==> config.mk <==
export PLATFORM = sky130hd
export DESIGN_NAME = rca_seq_sched
export DESIGN_NICKNAME = d
export VERILOG_FILES = /design/src/rtl/rca_pkg.sv /design/src/rtl/rca_seq_sched_rca4bit.sv /design/src/rtl/rca_seq_sched.sv
export SDC_FILE = /design/constraint.sdc
export NUM_CORES = 1
export LEC_CHECK = 0
export ABC_CLOCK_PERIOD_IN_PS = 7200
export BUFFER_PORTS_ARGS = -buffer_cell sky130_fd_sc_hd__buf_2
export CORE_ASPECT_RATIO = 1.4
export CORE_UTILIZATION = 56
export DETAILED_ROUTE_END_ITERATION = 16
export GPL_ROUTABILITY_DRIVEN = 0
export HOLD_SLACK_MARGIN = 0.06
export PLACE_DENSITY = 0.95
export SLEW_MARGIN = 25
export SYNTH_ARGS = -nofsm -noshare
export SYNTH_HDL_FRONTEND = slang
export SYNTH_HIERARCHICAL = 1
export SYNTH_SLANG_ARGS = --single-unit
==> constraint.sdc <==
create_clock -name clk -period 7.2 [get_ports clk]
set_input_delay 1.44 -clock clk [delete_from_list [all_inputs] [get_ports clk]]
set_output_delay 1.44 -clock clk [all_outputs]
set_load 0.03 [all_outputs]
==> src/rtl/rca_pkg.sv <==
// Shared constants for the digit-serial adder scheduler: FSM encoding,
// digit width and requester ID width.
package rca_pkg;

   localparam logic [1:0] IDLE = 2'd0;
   localparam logic [1:0] RUN  = 2'd1;
   localparam logic [1:0] DONE = 2'd2;

   localparam int DIGIT_W = 4;
   localparam int ID_W    = 1;

   typedef logic [DIGIT_W-1:0] digit_t;

endpackage

==> src/rtl/rca_seq_sched_rca4bit.sv <==
// 4-bit ripple-carry adder cell; the single shared datapath slice of the
// scheduler.
module RCA4Bit
   import rca_pkg::*;
(
   input  logic [DIGIT_W-1:0] i_a,
   input  logic [DIGIT_W-1:0] i_b,
   input  logic               i_cin,
   output logic [DIGIT_W-1:0] o_sum,
   output logic               o_cout
);

   logic [DIGIT_W:0] w_c;

   assign w_c[0] = i_cin;

   for (genvar gi = 0; gi < DIGIT_W; gi++) begin : g_fa
      assign o_sum[gi]   = i_a[gi] ^ i_b[gi] ^ w_c[gi];
      assign w_c[gi + 1] = (i_a[gi] & i_b[gi]) | (w_c[gi] & (i_a[gi] ^ i_b[gi]));
   end

   assign o_cout = w_c[DIGIT_W];

endmodule

==> src/rtl/rca_seq_sched.sv <==
// Round-robin scheduler sharing one 4-bit RCA slice between two requesters;
// each accepted add is walked LSB-nibble first with the carry held in a register.
module rca_seq_sched
   import rca_pkg::*;
#(
   parameter  int WIDTH = 32,
   localparam int NDIG  = WIDTH / DIGIT_W
)(
   input  logic             clk,
   input  logic             rst_n,
   input  logic             req0_valid,
   output logic             req0_ready,
   input  logic [WIDTH-1:0] req0_a,
   input  logic [WIDTH-1:0] req0_b,
   input  logic             req0_cin,
   input  logic             req1_valid,
   output logic             req1_ready,
   input  logic [WIDTH-1:0] req1_a,
   input  logic [WIDTH-1:0] req1_b,
   input  logic             req1_cin,
   output logic             rsp_valid,
   input  logic             rsp_ready,
   output logic [WIDTH-1:0] rsp_sum,
   output logic             rsp_cout,
   output logic             rsp_id,
   output logic             busy
);

   localparam int CNT_W = $clog2(NDIG);

   logic [1:0]       r_state;
   logic             r_last_grant;
   logic [CNT_W-1:0] r_cnt;
   logic [WIDTH-1:0] r_a;
   logic [WIDTH-1:0] r_b;
   logic             r_carry;
   logic [WIDTH-1:0] r_sum;
   logic             r_cout;
   logic [ID_W-1:0]  r_id;

   logic   w_idle;
   logic   w_run;
   logic   w_grant0;
   logic   w_grant1;
   logic   w_acc0;
   logic   w_acc1;
   logic   w_accept;
   logic   w_last_dig;
   digit_t w_a_dig;
   digit_t w_b_dig;
   digit_t w_s_dig;
   logic   w_c_out;
   digit_t w_a_digs [NDIG];
   digit_t w_b_digs [NDIG];

   assign w_idle = (r_state == IDLE);
   assign w_run  = (r_state == RUN);

   // On a tie the requester that did not win last time gets the slot.
   assign w_grant0 = req0_valid & (~req1_valid | r_last_grant);
   assign w_grant1 = req1_valid & (~req0_valid | ~r_last_grant);

   assign req0_ready = rst_n & w_idle & w_grant0;
   assign req1_ready = rst_n & w_idle & w_grant1;

   assign w_acc0   = req0_valid & req0_ready;
   assign w_acc1   = req1_valid & req1_ready;
   assign w_accept = w_acc0 | w_acc1;

   for (genvar gi = 0; gi < NDIG; gi++) begin : g_dig
      assign w_a_digs[gi] = r_a[gi*DIGIT_W +: DIGIT_W];
      assign w_b_digs[gi] = r_b[gi*DIGIT_W +: DIGIT_W];
   end

   assign w_a_dig    = w_a_digs[r_cnt];
   assign w_b_dig    = w_b_digs[r_cnt];
   assign w_last_dig = (r_cnt == CNT_W'(NDIG - 1));

   RCA4Bit u_slice (
      .i_a    (w_a_dig),
      .i_b    (w_b_dig),
      .i_cin  (r_carry),
      .o_sum  (w_s_dig),
      .o_cout (w_c_out)
   );

   always_ff @(posedge clk or negedge rst_n) begin
      if (!rst_n) begin
         r_state      <= IDLE;
         r_last_grant <= 1'b1;
         r_cnt        <= '0;
         r_a          <= '0;
         r_b          <= '0;
         r_carry      <= 1'b0;
         r_sum        <= '0;
         r_cout       <= 1'b0;
         r_id         <= '0;
      end else begin
         case (r_state)
            IDLE: begin
               if (w_accept) begin
                  r_a          <= w_acc1 ? req1_a   : req0_a;
                  r_b          <= w_acc1 ? req1_b   : req0_b;
                  r_carry      <= w_acc1 ? req1_cin : req0_cin;
                  r_id         <= ID_W'(w_acc1);
                  r_last_grant <= w_acc1;
                  r_cnt        <= '0;
                  r_sum        <= '0;
                  r_state      <= RUN;
               end
            end
            RUN: begin
               for (int k = 0; k < NDIG; k++) begin
                  if (r_cnt == CNT_W'(k)) begin
                     r_sum[k*DIGIT_W +: DIGIT_W] <= w_s_dig;
                  end
               end
               r_carry <= w_c_out;
               r_cnt   <= r_cnt + CNT_W'(1);
               if (w_last_dig) begin
                  r_cout  <= w_c_out;
                  r_state <= DONE;
               end
            end
            DONE: begin
               if (rsp_ready) begin
                  r_state <= IDLE;
               end
            end
            default: r_state <= IDLE;
         endcase
      end
   end

   assign rsp_valid = (r_state == DONE);
   assign rsp_sum   = r_sum;
   assign rsp_cout  = r_cout;
   assign rsp_id    = r_id;
   assign busy      = w_run | rsp_valid;

endmodule
After elaboration in Yosys (flattened, before gate mapping)
Cells that the tools add are included.
- flip-flop bits (word level): 105
- bits of input ports: 135
- output and inout bits: 38
- word-level logic and storage cells: 114
- add/subtract/negate cells: 1
- order comparisons: 1
- equality and inequality tests: 19
- muxes and demuxes: 27
- bitwise gates (word level): 35
- reduce and logical (&&, ||, !) cells: 15
- operators by type and width (kind ; count):
    $mux W32 ; 3
    $pmux W32 S2 ; 1
    $mux W4 ; 12
    $reduce_and A3 Y1 ; 9
    $bmux W4 S3 ; 2
    $ne A2 B1 Y1 const B ; 10
    $and A1 B1 Y1 ; 15
    $eq A3 B3 Y1 const B ; 4
    $or A1 B1 Y1 ; 8
    $xor A1 B1 Y1 ; 8
    $eq A3 B2 Y1 const B ; 2
    $mux W2 ; 3
    $pmux W2 S3 ; 1
    $pmux W3 S2 ; 1
    $reduce_and A2 Y1 ; 3
    $ge A4 B4 Y1 const B ; 1
    $not A3 Y4 ; 1
    $add A3 B1 Y3 const B ; 1
    $eq A3 B1 Y1 const B ; 1
    $logic_not A3 Y1 ; 1
    $mux W3 ; 1
    $not A1 Y1 ; 3
    $eq A2 B1 Y1 const B ; 1
    $eq A2 B2 Y1 const B ; 1
    other kinds (4) ; 5

Longest topological paths before layout
- word-level depth: 14
- gate-level depth with buffers: 15
- depth with buffers taken out: 13

By module
The synthesis kept the hierarchy.
- modules (own cells, without submodules) (module ; times used ; cells each ; area an instance (sq um)):
    rca_seq_sched ; 1 ; 517 ; 5401.4
    RCA4Bit ; 1 ; 14 ; 117.6

Worst setup path before layout
Ideal clock, no wire load.
- path type: input to output
- from: input port req0_valid
- to: output port req1_ready
- arrival: 2.113 ns
- data required time: 5.760 ns
- slack: 3.647 ns
- stages: 5
- path buffers: 2
- cells stage by stage: nand2_1 > nand4_1 > buf_6 > buf_6 > inv_2
- word-level cells in the longest chain between the ends: 4
- ends and longest elaborated chain (element ; line ; source):
    from (decl) ; rca_seq_sched.sv:11 ; input logic req0_valid,
    $not A1 Y1 ; rca_seq_sched.sv:61 ; assign w_grant1 = req1_valid & (~req0_valid | ~r_last_grant);
    $or A1 B1 Y1 ; rca_seq_sched.sv:61 ;
    $and A1 B1 Y1 ; rca_seq_sched.sv:61 ;
    $and A1 B1 Y1 ; rca_seq_sched.sv:64 ; assign req1_ready = rst_n & w_idle & w_grant1;
    to (decl) ; rca_seq_sched.sv:17 ; output logic req1_ready,
Every way passes these cells.

Worst setup path in the final report
- from: input port rst_n
- to: output port req1_ready
- word-level cells in the longest chain between the ends: 2
- ends and longest elaborated chain (element ; line ; source):
    from (decl) ; rca_seq_sched.sv:10 ; input logic rst_n,
    $and A1 B1 Y1 (2 in a row) ; rca_seq_sched.sv:64 ;
Every way passes these cells.

==> impl_metrics.tcl <==
set metrics [dict create \
    cts_buffers 9 \
    wl_met3_um 502 \
    post-dp-hpwl_mm 9.709 \
    drc 0 \
    cts_resized 0 \
    start_util 0.5802 \
    status "completed" \
    syn_to_final_growth_pct 21.08 \
    clkPwrFrac 0.164 \
    nFillCells 688 \
    synthXorXnorAreaFrac 0 \
    cellPowerDensity_nw_per_um2 418.4 \
    min-delay-start "rsp_id" \
    critPathMaxFanout 67 \
    grt_setup_unrepaired "false" \
    cts_root_buffer "clkbuf_16" \
    clock_sinks 105 \
    synth_edf_count 0 \
    via_per_inst 5.597 \
    crit_type "in2out" \
    clock_path_buffers 2 \
    grt_max_degree 131 \
    period_needed_ns 4.273 \
    layout-drive-gt1-share 0.3188 \
    path_clk_slew_ns 0.07 \
    peakVddDrop_mv 0.2555 \
    finClkSkew_ns 0.007482 \
    dieArea_um2 10260 \
    holdPathStages 2 \
    combinationalPowerShare 0.489 \
    wl_per_cell_um 15.72 \
    cp.required_ns 5.76 \
    drv_slew 0 \
    route.met2.wl_mm 6.968 \
    crit_start "rst_n" \
    fin_cells 823 \
    syn_area_per_cell_um2 10.39 \
    routed_wl_mm 12.94 \
    vias 4606 \
    die_w_um 85.90 \
    syn_area_um2 5519 \
    worstPathArrival_ns 2.83 \
    p_sw_frac 0.4354 \
    wl_met1_mm 4.840 \
    seqPwrFrac 0.347 \
    netlist_instances 531 \
    ctsHtreeMaxLevel 3 \
    layout.area.seq_um2 2629 \
    ys_ff_latch 105 \
    ys_async_sr_fraction 1.000 \
    hold_path.class "reg2reg" \
    fin_setup_tns_ns 0 \
    grt_pass1_vias 4634 \
    slew_headroom 0.4091 \
    min_period_over_period 0.5935 \
    top_layer "met4" \
    grt_pass1_wl_mm 21.16 \
    syn-num-nets 681 \
    end_kind "primary output" \
    drt_iter0_markers 266 \
    start_kind "input pin" \
    clk_latency_ns 0.34 \
    yosysWarnings 6 \
    synth_compound_area_frac 0.1274 \
    ys.flop_type "dfrtp_1" \
    synth-seq-area-share 0.4763 \
    post-cts-setup-buffers 0 \
    grt.overflow.total 0 \
    yosys.area_share.simple 0.1152 \
    synth.distinct_cells 39 \
    drv_cap 0 \
    finalHoldViolCount 0 \
    synth_adder_area_share 0.03945 \
    nNetsFinal 835 \
    dp_cells 806 \
    tightestPinTransition_ns 0.8831 \
    firstDrtPassIters 5 \
    reg2reg_depth 14 \
    antenna_found_initial 1 \
    grtUsageTotal 0.2676 \
    p_leak_nw 3.748 \
    multi_input_area_um2 2610 \
    cts_tree "built" \
    power.switching_w 0.001218 \
    fp.dieH_um 119.5 \
    rows 42 \
    ctsHoldBuffers 0 \
    synthMuxAreaShare 0.1893 \
    setup-violations-final 0 \
    max_freq_mhz 234.0 \
    antenna_left 0 \
    power.internal_w 0.001579 \
    place.port_buffers 172 \
    core_um2 9512 \
    r2r_start "r_cnt[0]" \
    synth_top_family_by_area "multiplexers" \
    ios 173 \
]
synth_stat cells, types with 2 or more instances:
| cell type | instances | area share |
|---|---|---|
| nand2_1 | 120 | 0.082 |
| dfrtp_1 | 104 | 0.47 |
| mux2i_1 | 65 | 0.12 |
| o21ai_1 | 43 | 0.039 |
| o21ai_0 | 40 | 0.036 |
| inv_1 | 20 | 0.014 |
| mux4_2 | 16 | 0.065 |
| clkbuf_1 | 13 | 0.0088 |
| ha_1 | 11 | 0.025 |
| nand3_1 | 10 | 0.0091 |
| a22o_1 | 9 | 0.014 |
| buf_2 | 9 | 0.0082 |
| nand4_1 | 7 | 0.0079 |
| and3_1 | 6 | 0.0068 |
| buf_6 | 6 | 0.012 |
| nor2_1 | 6 | 0.0041 |
| buf_4 | 5 | 0.0068 |
| fa_1 | 4 | 0.015 |
| nor2b_1 | 4 | 0.0045 |
| o22ai_1 | 4 | 0.0045 |
| a21oi_1 | 3 | 0.0027 |
| a31oi_1 | 3 | 0.0034 |
| o2bb2ai_1 | 3 | 0.0048 |
| o31ai_2 | 3 | 0.0068 |
| inv_2 | 2 | 0.0014 |
| mux2_1 | 2 | 0.0041 |
state kept, by name, indices dropped and copies added, names as in the netlist:
signal / count
r_state: 2
r_cnt: 3
rsp_id: 1
rsp_cout: 1
r_a: 32
r_b: 32
r_last_grant: 1
r_carry: 1
rsp_sum: 32
path summary, 6_finish.rpt:
check	slack (ns)	to
worst max-delay path	2.93	req1_ready
max in group asynchronous	4.92	rsp_sum[3]
worst min-delay path	0.48	rsp_id
min in group asynchronous	1.12	rsp_id
worst min register to register	0.48	rsp_id
worst max register to register	3.61	rsp_sum[19]
cells in the final DEF, fill, tap and decap left out, drive strengths merged, types with 2 or more instances in the layout:
master      n
buf       177
nand2     121
dfrtp     104
o21ai      84
mux2i      65
inv        23
mux4       16
ha         11
nand3      10
clkbuf     10
a22o        9
nand4       7
nor2        6
and3        6
nor2b       4
o22ai       4
fa          4
o31ai       4
clkinv      4
o2bb2ai     3
a31oi       3
a21oi       3
mux2        3
clkinvlp    2
power by group through the flow:
stage	logic, W	clock network, W	registers, W
detailed placement	0.00135	0	0.000978
global placement	0.00129	0	0.000954
floorplan	0.000929	0	0.00103
CTS	0.00136	0.000462	0.000968
global route	0.00150	0.000486	0.000999
finish	0.00137	0.000459	0.000972
metrics by stage:
step / setup slack [ns] / total power, W / hold slack (ns) / cell area (um^2) / utilization
2_1_floorplan: 3.647 / 0.001959 / 0.4446 / 5519 / -
3_3_place_gp: 2.768 / 0.002245 / 0.4569 / 6391 / 0.6719
3_5_place_dp: 2.648 / 0.002331 / 0.4661 / 6391 / 0.6719
4_1_cts: 2.650 / 0.002791 / 0.4836 / 6673 / 0.7015
5_1_grt: 2.747 / 0.002981 / 0.5016 / 6683 / 0.7026
6_report: 2.927 / 0.002796 / 0.4803 / 6683 / 0.7026
layer usage:
layer,GRT usage,up-vias
li1,-,2163
met1,0.3009,2182
met2,0.4747,208
met3,0.03604,53
met4,0.1594,0
met5,0,-
cells by family (layout without fill, tap and decap cells):
family                     Yosys count  count (layout)
AOI/OAI and AO/OA                  116             116
DFF                                105             105
adders and majority gates           15              15
and+or+nand+nor                    154             154
other                                0               1
buffers and inverters               57             216
muxes                               84              84
worst max-delay path, cell delays in order:
cell and delay, ns:
buf_4 0.31, nand4_1 0.21, buf_6 0.58, inv_2 0.06, buf_2 0.20
final cells by class:
type                       count  area share
clock inverter                 6    0.006366
multi-input combinational    369      0.3906
clock buffer                  10     0.03576
inverter                      23     0.01292
timing repair buffer         177      0.1359
tap                          132     0.02471
sequential                   105      0.3934
antenna                        1   0.0003745
(Power assumes the default switching activity.)
